**config.mk**
```make
export PLATFORM = sky130hd
export DESIGN_NAME = chunked_adder
export DESIGN_NICKNAME = d
export VERILOG_FILES = /design/src/rtl/chunked_adder.sv
export SDC_FILE = /design/constraint.sdc
export NUM_CORES = 1
export LEC_CHECK = 0
export CAP_MARGIN = 10
export CORE_MARGIN = 2
export CORE_UTILIZATION = 35
export CTS_BUF_LIST = sky130_fd_sc_hd__clkbuf_8
export DETAILED_ROUTE_END_ITERATION = 12
export GPL_TIMING_DRIVEN = 0
export SETUP_SLACK_MARGIN = 0.5
export SYNTH_ARGS = -nofsm -noshare
export SYNTH_HDL_FRONTEND = slang
export SYNTH_SLANG_ARGS = --single-unit
```
**constraint.sdc**
```tcl
create_clock -name clk -period 2.2 [get_ports clk]
set_input_delay 0.44 -clock clk [delete_from_list [all_inputs] [get_ports clk]]
set_output_delay 0.44 -clock clk [all_outputs]
set_load 0.005 [all_outputs]
```
**src/rtl/chunked_adder.sv**
```systemverilog
// chunked_adder
//   Multi-cycle adder/subtractor that works through its operands CHUNK bits
//   per clock, least-significant chunk first. One operation takes
//   N = WIDTH/CHUNK clocks in RUN, followed by a single DONE cycle.
//
// Parameters
//   WIDTH     operand/result width (>= 1)
//   CHUNK     bits handled per clock; must divide WIDTH
// Ports
//   clk       rising-edge clock
//   rst_n     asynchronous active-low reset (clears every register)
//   start     request; sampled only in IDLE or DONE
//   sub       0: in_a + in_b, 1: in_a - in_b (sampled with start)
//   in_a/in_b operands (sampled with start)
//   busy      high while an operation is running
//   done      one-cycle pulse when result/carry/overflow update
//   result    sum/difference modulo 2^WIDTH, held between operations
//   carry     carry-out of MSB (for sub: 1 = no borrow)
//   overflow  two's-complement overflow of the operation
module chunked_adder #(
  parameter int WIDTH = 8,
  parameter int CHUNK = 2
) (
  input  logic             clk,
  input  logic             rst_n,
  input  logic             start,
  input  logic             sub,
  input  logic [WIDTH-1:0] in_a,
  input  logic [WIDTH-1:0] in_b,
  output logic             busy,
  output logic             done,
  output logic [WIDTH-1:0] result,
  output logic             carry,
  output logic             overflow
);

  localparam int N     = WIDTH / CHUNK;
  localparam int CNT_W = (N > 1) ? $clog2(N) : 1;
  localparam logic [CNT_W-1:0] LAST_CNT = CNT_W'(N - 1);

  typedef enum logic [1:0] {
    ST_IDLE = 2'd0,
    ST_RUN  = 2'd1,
    ST_DONE = 2'd2
  } state_t;

  state_t           state_r;
  state_t           state_nx_s;
  logic             load_s;
  logic             last_s;

  logic [WIDTH-1:0] a_sh_r;
  logic [WIDTH-1:0] b_sh_r;   // already inverted for subtraction
  logic             c_r;
  logic [CNT_W-1:0] cnt_r;
  logic             a_msb_r;
  logic             b_msb_r;  // effective (inverted-if-sub) MSB of B

  logic [CHUNK:0]   sum_s;
  logic [WIDTH-1:0] part_nx_s; // partial result including this cycle's chunk

  logic             busy_r;
  logic             done_r;
  logic [WIDTH-1:0] result_r;
  logic             carry_r;
  logic             overflow_r;

  // One chunk of ripple addition with the running carry.
  always_comb begin
    sum_s = {1'b0, a_sh_r[CHUNK-1:0]} + {1'b0, b_sh_r[CHUNK-1:0]} + {{CHUNK{1'b0}}, c_r};
  end

  // The partial-result register only needs the N-1 earlier chunks; the
  // final chunk is merged straight into the result on the last RUN cycle.
  if (N > 1) begin : g_part
    logic [WIDTH-CHUNK-1:0] part_r;

    assign part_nx_s = {sum_s[CHUNK-1:0], part_r};

    // Partial-result shift register: new chunk enters at the top.
    always_ff @(posedge clk or negedge rst_n) begin
      if (!rst_n) begin
        part_r <= '0;
      end else if (state_r == ST_RUN) begin
        part_r <= part_nx_s[WIDTH-1:CHUNK];
      end else begin
        part_r <= part_r;
      end
    end
  end else begin : g_nopart
    assign part_nx_s = sum_s[CHUNK-1:0];
  end

  // State register.
  always_ff @(posedge clk or negedge rst_n) begin
    if (!rst_n) begin
      state_r <= ST_IDLE;
    end else begin
      state_r <= state_nx_s;
    end
  end

  // Next-state logic: start is honoured only in IDLE or DONE.
  always_comb begin
    state_nx_s = state_r;
    load_s     = 1'b0;
    last_s     = 1'b0;
    case (state_r)
      ST_IDLE, ST_DONE: begin
        if (start) begin
          state_nx_s = ST_RUN;
          load_s     = 1'b1;
        end else begin
          state_nx_s = ST_IDLE;
        end
      end
      ST_RUN: begin
        if (cnt_r == LAST_CNT) begin
          state_nx_s = ST_DONE;
          last_s     = 1'b1;
        end else begin
          state_nx_s = ST_RUN;
        end
      end
      default: begin
        state_nx_s = ST_IDLE;
      end
    endcase
  end

  // Operand shifters, carry and cycle counter.
  always_ff @(posedge clk or negedge rst_n) begin
    if (!rst_n) begin
      a_sh_r  <= '0;
      b_sh_r  <= '0;
      c_r     <= 1'b0;
      cnt_r   <= '0;
      a_msb_r <= 1'b0;
      b_msb_r <= 1'b0;
    end else if (load_s) begin
      // Subtraction is A + ~B + 1: the +1 rides in as the initial carry.
      a_sh_r  <= in_a;
      b_sh_r  <= sub ? ~in_b : in_b;
      c_r     <= sub;
      cnt_r   <= '0;
      a_msb_r <= in_a[WIDTH-1];
      b_msb_r <= in_b[WIDTH-1] ^ sub;
    end else if (state_r == ST_RUN) begin
      a_sh_r  <= a_sh_r >> CHUNK;
      b_sh_r  <= b_sh_r >> CHUNK;
      c_r     <= sum_s[CHUNK];
      cnt_r   <= cnt_r + {{(CNT_W-1){1'b0}}, 1'b1};
    end else begin
      a_sh_r  <= a_sh_r;
      b_sh_r  <= b_sh_r;
      c_r     <= c_r;
      cnt_r   <= cnt_r;
    end
  end

  // Registered outputs; result/carry/overflow change only on completion.
  always_ff @(posedge clk or negedge rst_n) begin
    if (!rst_n) begin
      busy_r     <= 1'b0;
      done_r     <= 1'b0;
      result_r   <= '0;
      carry_r    <= 1'b0;
      overflow_r <= 1'b0;
    end else begin
      busy_r <= (state_nx_s == ST_RUN);
      done_r <= (state_nx_s == ST_DONE);
      if (last_s) begin
        result_r   <= part_nx_s;
        carry_r    <= sum_s[CHUNK];
        overflow_r <= (a_msb_r == b_msb_r) && (part_nx_s[WIDTH-1] != a_msb_r);
      end else begin
        result_r   <= result_r;
        carry_r    <= carry_r;
        overflow_r <= overflow_r;
      end
    end
  end

  assign busy     = busy_r;
  assign done     = done_r;
  assign result   = result_r;
  assign carry    = carry_r;
  assign overflow = overflow_r;

endmodule
```
==> results of run 1 <==
-- worst max-delay path, cell delays in order (launching register included) --
cell     delay (ns)
dfrtp_1        0.34
inv_2          0.05
fa_2           0.38
fa_2           0.54
buf_4          0.12
nand3_1        0.06
a31oi_1        0.16
-- report_power, final --
group | leakage, nW | switching [mW] | internal, mW
logic | 0.504 | 0.705 | 0.704
registers | 0.507 | 0.187 | 1.11
clock network | 0.0681 | 0.261 | 0.451
total | 1.08 | 1.15 | 2.27
-- sequential cells by signal (all words and copies together), names as in the netlist, 2 cells and up --
signal,flops
a_sh_r,8
b_sh_r,8
cnt_r,2
g_part.part_r,6
result,8
state_r,2
-- cell families (layout without fill, tap and decap cells) --
kind of cell,Yosys count,in the layout,synth area share (%)
xor+xnor,8,8,3.94
flops,41,41,57.7
mux,7,7,4.43
fa+ha+maj,3,3,2.96
buf+inv,18,58,5.28
simple gates,69,69,16.1
compound gates,27,27,9.57
-- stage by stage --
step	utilization (%)	TNS, ns	std cells	power (mW)	hold slack (ns)
after floorplan	-	0	173	2.16	0.144
after global placement	44.9	-15.08	270	2.65	0.462
after detailed placement	45.4	0	271	2.69	0.431
after CTS	48.3	0	280	3.45	0.111
after global routing	48.4	0	280	3.72	0.128
final	48.4	0	280	3.42	0.0970
-- per-layer routing --
layer / part of all wire [%] / vias to the layer above / wire length [µm]
met1: 47 / 603 / 1670
met3: 6.2 / 7 / 222
met2: 45 / 50 / 1590
met5: 0 / - / 0
li1: - / 643 / -
met4: 2.0 / 0 / 71
-- layout make-up --
type                            count  area (µm²)  share of cell area, %
Tap cell                           67        83.8                   3.60
Multi-Input combinational cell    114         663                   28.4
Timing Repair Buffer               32         330                   14.2
Inverter                            7        26.3                   1.13
Clock inverter                      3        65.1                   2.79
Buffer                             11        67.6                   2.90
Clock buffer                        5        68.8                   2.95
Sequential cell                    41        1030                   44.0
-- how the worst max path moves through the flow --
stage	from	to	slack, ns	cells after the start
2_1_floorplan	c_r	overflow	0.47	5
3_3_place_gp	rst_n	a_sh_r[4]	-0.37	1
3_5_place_dp	start	a_sh_r[1]	0.35	5
4_1_cts	c_r	overflow	0.47	5
5_1_grt	b_sh_r[0]	overflow	0.41	6
6_report	c_r	overflow	0.49	6
-- cell usage after synthesis (all sizes together) --
library cell	instances	area [µm²]
a31oi	11	68.8
a22o	3	26.3
or3	1	6.26
nand2	47	176
mux2	7	78.8
dfrtp	41	1030
fa	2	40.0
nand3b	1	11.3
nand2b	2	12.5
nor3	2	10.0
ha	1	12.5
clkbuf	1	3.75
and2b	1	7.51
inv	7	26.3
a21oi	2	10.0
o21ai	9	45.0
nor2b	1	6.26
buf	10	63.8
nand3	3	15.0
xor2	8	70.1
nor2	11	41.3
a221o	2	20.0
-- what timing repair did --
action                                  in CTS  in global routing
pin swaps                                    1                  0
endpoints found under the setup margin       1                  2
setup buffers                                1                  0
hold buffers                                 0                  0
resized for setup                            0                  1
==> impl_metrics.json, run 1 <==
{
  "placed_area_um2": 2190,
  "detail_route.first_pass.iterations": 4,
  "syn_inst": 173,
  "vias": 1303,
  "clock.fmax_mhz": 584,
  "synth_fp_nets": 196,
  "syn_area_per_cell_um2": 10.3,
  "dp_worst_setup_slack_ns": 0.348,
  "cts_buffer_depth": 2,
  "grtUsageMet3_pct": 3.35,
  "routed_via_density": 4.65,
  "syn2layout_area_growth_pct": 31.1,
  "reg2reg_to": "overflow",
  "grt_overflow": 0,
  "ir_drop_uv": 575,
  "die_x_um": 75.3,
  "hold_viol": 0,
  "io_buffers": 30,
  "final_common_cell": "nand2_1",
  "grt_setup_unrepaired": "true",
  "post-route-period-util_pct": 77.9,
  "relSlewSlack_pct": 68.4,
  "cts.sinks": 41,
  "post_synth_num_cell_types": 26,
  "cts_root_buffer": "clkbuf_8",
  "drt-initial-drc-count": 64,
  "n_antenna_cell": 0,
  "cts_inserted_buffers": 5,
  "tightest_slew_ns": 0.474,
  "drive_gt1_share_pct": 14.6,
  "synth_area_um2": 1780,
  "ys_ff_latch": 41,
  "cap_violations": 0,
  "status": "complete, no violations",
  "synth-seq-area-share_pct": 57.7,
  "avgRoutedWirePerCell_um": 12.7,
  "cts_tree": "yes",
  "io_pins": 32,
  "timing.rr.start": "c_r",
  "final_net_count": 235,
  "layout_common_cells": "47 x nand2_1, 41 x dfrtp_1, 29 x clkdlybuf4s50_1",
  "gp_congestion": 0.762,
  "finalWorstSetupSlack_ns": 0.487,
  "finalSetupViolCount": 0,
  "grt_pass1_wl_um": 6210,
  "grt_max_degree": 24,
  "drc": 0,
  "antenna_found_initial": 0,
  "grt_pass1_vias": 1261,
  "std_cell_rows": 25,
  "cp-end-kind": "register",
  "fillers": 505,
  "fp.dieH_um": 75.3,
  "clk_latency_ns": 0.29,
  "hold_class": "in2async",
  "cp.arrival_ns": 1.94,
  "ff2ff_setup_slack_ns": 0.49,
  "die_area_um2": 5670,
  "period_needed_ns": 1.71,
  "startpoint_type": "register",
  "grtUsageTotal_pct": 15.0,
  "grt_busiest_layer": "met2",
  "clk_pin_slew_ns": 0.08,
  "synth_warnings": 0,
  "cts_max_level": 2,
  "cp_max_fo": 3,
  "dp_hpwl_um": 2530,
  "drv_slew": 0,
  "skew_ns": 0.00681,
  "reg2reg_depth": 6,
  "fp.coreArea_um2": 4820,
  "grt_util_met1_pct": 21.1,
  "cp_data_required_time_ns": 2.42,
  "antenna_left": 0,
  "routed_wirelength_um": 3550,
  "start_util_pct": 36.9,
  "final_cell_area_um2": 2330,
  "crit_type": "reg2reg",
  "p_leak_nw": 1.08,
  "power.density_nw_per_um2": 1470,
  "met2_usage_pct": 22.2
}
(Power assumes the default switching activity.)
==> run 2, diff against run 1 <==
clock period = 1.6 ns   (was 2.2 ns; I/O delays follow)
==> run 2 against run 1 <==
  * Clock skew increased by 0.0013 ns
  * Core utilization is 12 points higher
  * Combinational power is 150% higher
  * Sequential share of layout area fell by 8.9 points
  * The flow now finishes with violations (setup timing)
  * Worst setup slack got worse by 0.65 ns
  * Hold slack better by 0.29 ns
  * Maximum frequency fell by 3.0%
  * Sequential power up 43%
  * Count of clock-buffer cells in the layout is 2 higher
  * Final area grew 25%
  * Via count is 15% higher
==> impl_metrics.json, run 2 (same netlist as run 1, synthesis figures left out) <==
{
  "status": "complete, but fails checks",
  "failed_checks": "setup timing",
  "layout_common_cells": "40 x dfrtp_1, 33 x nand2_1, 20 x buf_6",
  "antenna_found_initial": 0,
  "fp.coreArea_um2": 4820,
  "power.total_mw": 6.10,
  "cp_max_fo": 3,
  "dp_hpwl_um": 2630,
  "reg2reg_to": "overflow",
  "cp-end-kind": "register",
  "grt_pass1_vias": 1429,
  "crit_chain": "inv_2 -> fa_2 -> fa_2 -> or3_1 -> a31oi_1",
  "crit_buf_inv": 1,
  "finalSetupViolCount": 4,
  "cts_inserted_buffers": 5,
  "syn2layout_area_growth_pct": 64.5,
  "cts_max_level": 2,
  "cts_tree": "yes",
  "gp_congestion": 0.770,
  "detail_route.first_pass.iterations": 4,
  "grtUsageTotal_pct": 17.0,
  "ff2ff_setup_slack_ns": -0.17,
  "cp.arrival_ns": 1.98,
  "relSlewSlack_pct": 79.1,
  "cts_buffer_depth": 2,
  "fp.dieH_um": 75.3,
  "skew_ns": 0.00806,
  "cts.sinks": 41,
  "grt_overflow": 0,
  "std_cell_rows": 25,
  "post-route-period-util_pct": 110,
  "finalWorstSetupSlack_ns": -0.166,
  "io_buffers": 30,
  "p_leak_nw": 1.41,
  "hold_class": "in2reg",
  "drive_gt1_share_pct": 49.0,
  "clk_latency_ns": 0.29,
  "final_util_pct": 60.7,
  "n_antenna_cell": 0,
  "power.density_nw_per_um2": 2080,
  "period_needed_ns": 1.77,
  "die_x_um": 75.3,
  "drt-initial-drc-count": 65,
  "clock.fmax_mhz": 566,
  "cap_violations": 0,
  "cp_data_required_time_ns": 1.81,
  "hold_path_depth": 3,
  "cpMostUsedCell": "fa_2",
  "cts_root_buffer": "clkbuf_8",
  "grt_pass1_wl_um": 6930,
  "vias": 1493,
  "startpoint_type": "register",
  "placed_area_um2": 2240,
  "drv_slew": 0,
  "start_util_pct": 36.9,
  "grt_max_degree": 30,
  "final_common_cell": "dfrtp_1",
  "routed_via_density": 4.72,
  "ir_drop_uv": 705,
  "final_cell_area_um2": 2920,
  "clk_pin_slew_ns": 0.08,
  "tightest_slew_ns": 0.314,
  "min_from": "sub",
  "timing.rr.start": "c_r",
  "final_net_count": 271,
  "dp_worst_setup_slack_ns": -0.205,
  "die_area_um2": 5670,
  "routed_wirelength_um": 4560,
  "path_delay_family": "adder cells",
  "hold_viol": 0,
  "crit_type": "reg2reg",
  "holdPathEnd": "c_r",
  "grt_setup_unrepaired": "true",
  "io_pins": 32,
  "avgRoutedWirePerCell_um": 14.4,
  "reg2reg_depth": 5,
  "crit_slowest_cell": "fa_2",
  "drc": 0,
  "max_stage_delay_ns": 0.45,
  "antenna_left": 0
}
## run 2: cell types whose count changed in the layout (fill, tap and decap cells not counted), sizes merged
cell / change
buf: +46
clkdlybuf4s50: -13
clkbuf: +3
bufinv: -2
dlygate4sd2: +1
dlygate4sd3: +1
## run 2: power breakdown
part	internal [mW]	switching (mW)	total, mW
Clock	0.390	0.355	0.745
Sequential	1.54	0.323	1.86
Combinational	2.00	1.49	3.49
## run 2: worst max path at each step
stage / startpoint / endpoint / slack [ns] / cells after the start
5_1_grt: b_sh_r[0] / overflow / -0.26 / 5
6_report: c_r / overflow / -0.17 / 5
2_1_floorplan: c_r / overflow / -0.10 / 5
4_1_cts: c_r / overflow / -0.17 / 5
3_3_place_gp: rst_n / b_sh_r[5] / -0.86 / 1
3_5_place_dp: b_sh_r[0] / overflow / -0.21 / 5
## run 2: through the flow
step / TNS [ns] / std cells / hold WS, ns
4_1_cts: -0.400 / 303 / 0.387
3_3_place_gp: -35.32 / 270 / 0.464
5_1_grt: -0.739 / 316 / 0.426
6_report: -0.418 / 316 / 0.388
3_5_place_dp: -0.258 / 271 / 0.232
2_1_floorplan: -0.103 / 173 / 0.0244
## run 2: final cells by class
type                            instances  area [µm²]
Clock buffer                            7        96.3
Tap cell                               67        83.8
Sequential cell                        41        1030
Buffer                                 11         144
Multi-Input combinational cell        114         907
Inverter                                7        26.3
Fill cell                             408        1890
Timing Repair Buffer                   68         634
Clock inverter                          1        5.00
## run 2: repair_timing
item | CTS | global route
hold buffers | 1 | 0
pin swaps | 34 | 18
hold endpoints to repair | 12 | 0
setup buffers | 19 | 13
gates cloned | 4 | 0
resized for setup | 121 | 26
setup endpoints to repair | 51 | 52
## run 2: routing by layer
metal	share of wire [%]	track usage, %	up-vias	routed length (µm)
met5	0	0	-	0
met4	2.0	7.99	0	93
met3	5.2	3.88	10	238
met2	51	27.5	42	2330
met1	42	21.6	720	1890
li1	-	-	721	-
## run 2: tightest hold or removal path, stage by stage
cell	delay [ns]
buf_2	0.17
nand2_1	0.09
o21ai_1	0.06
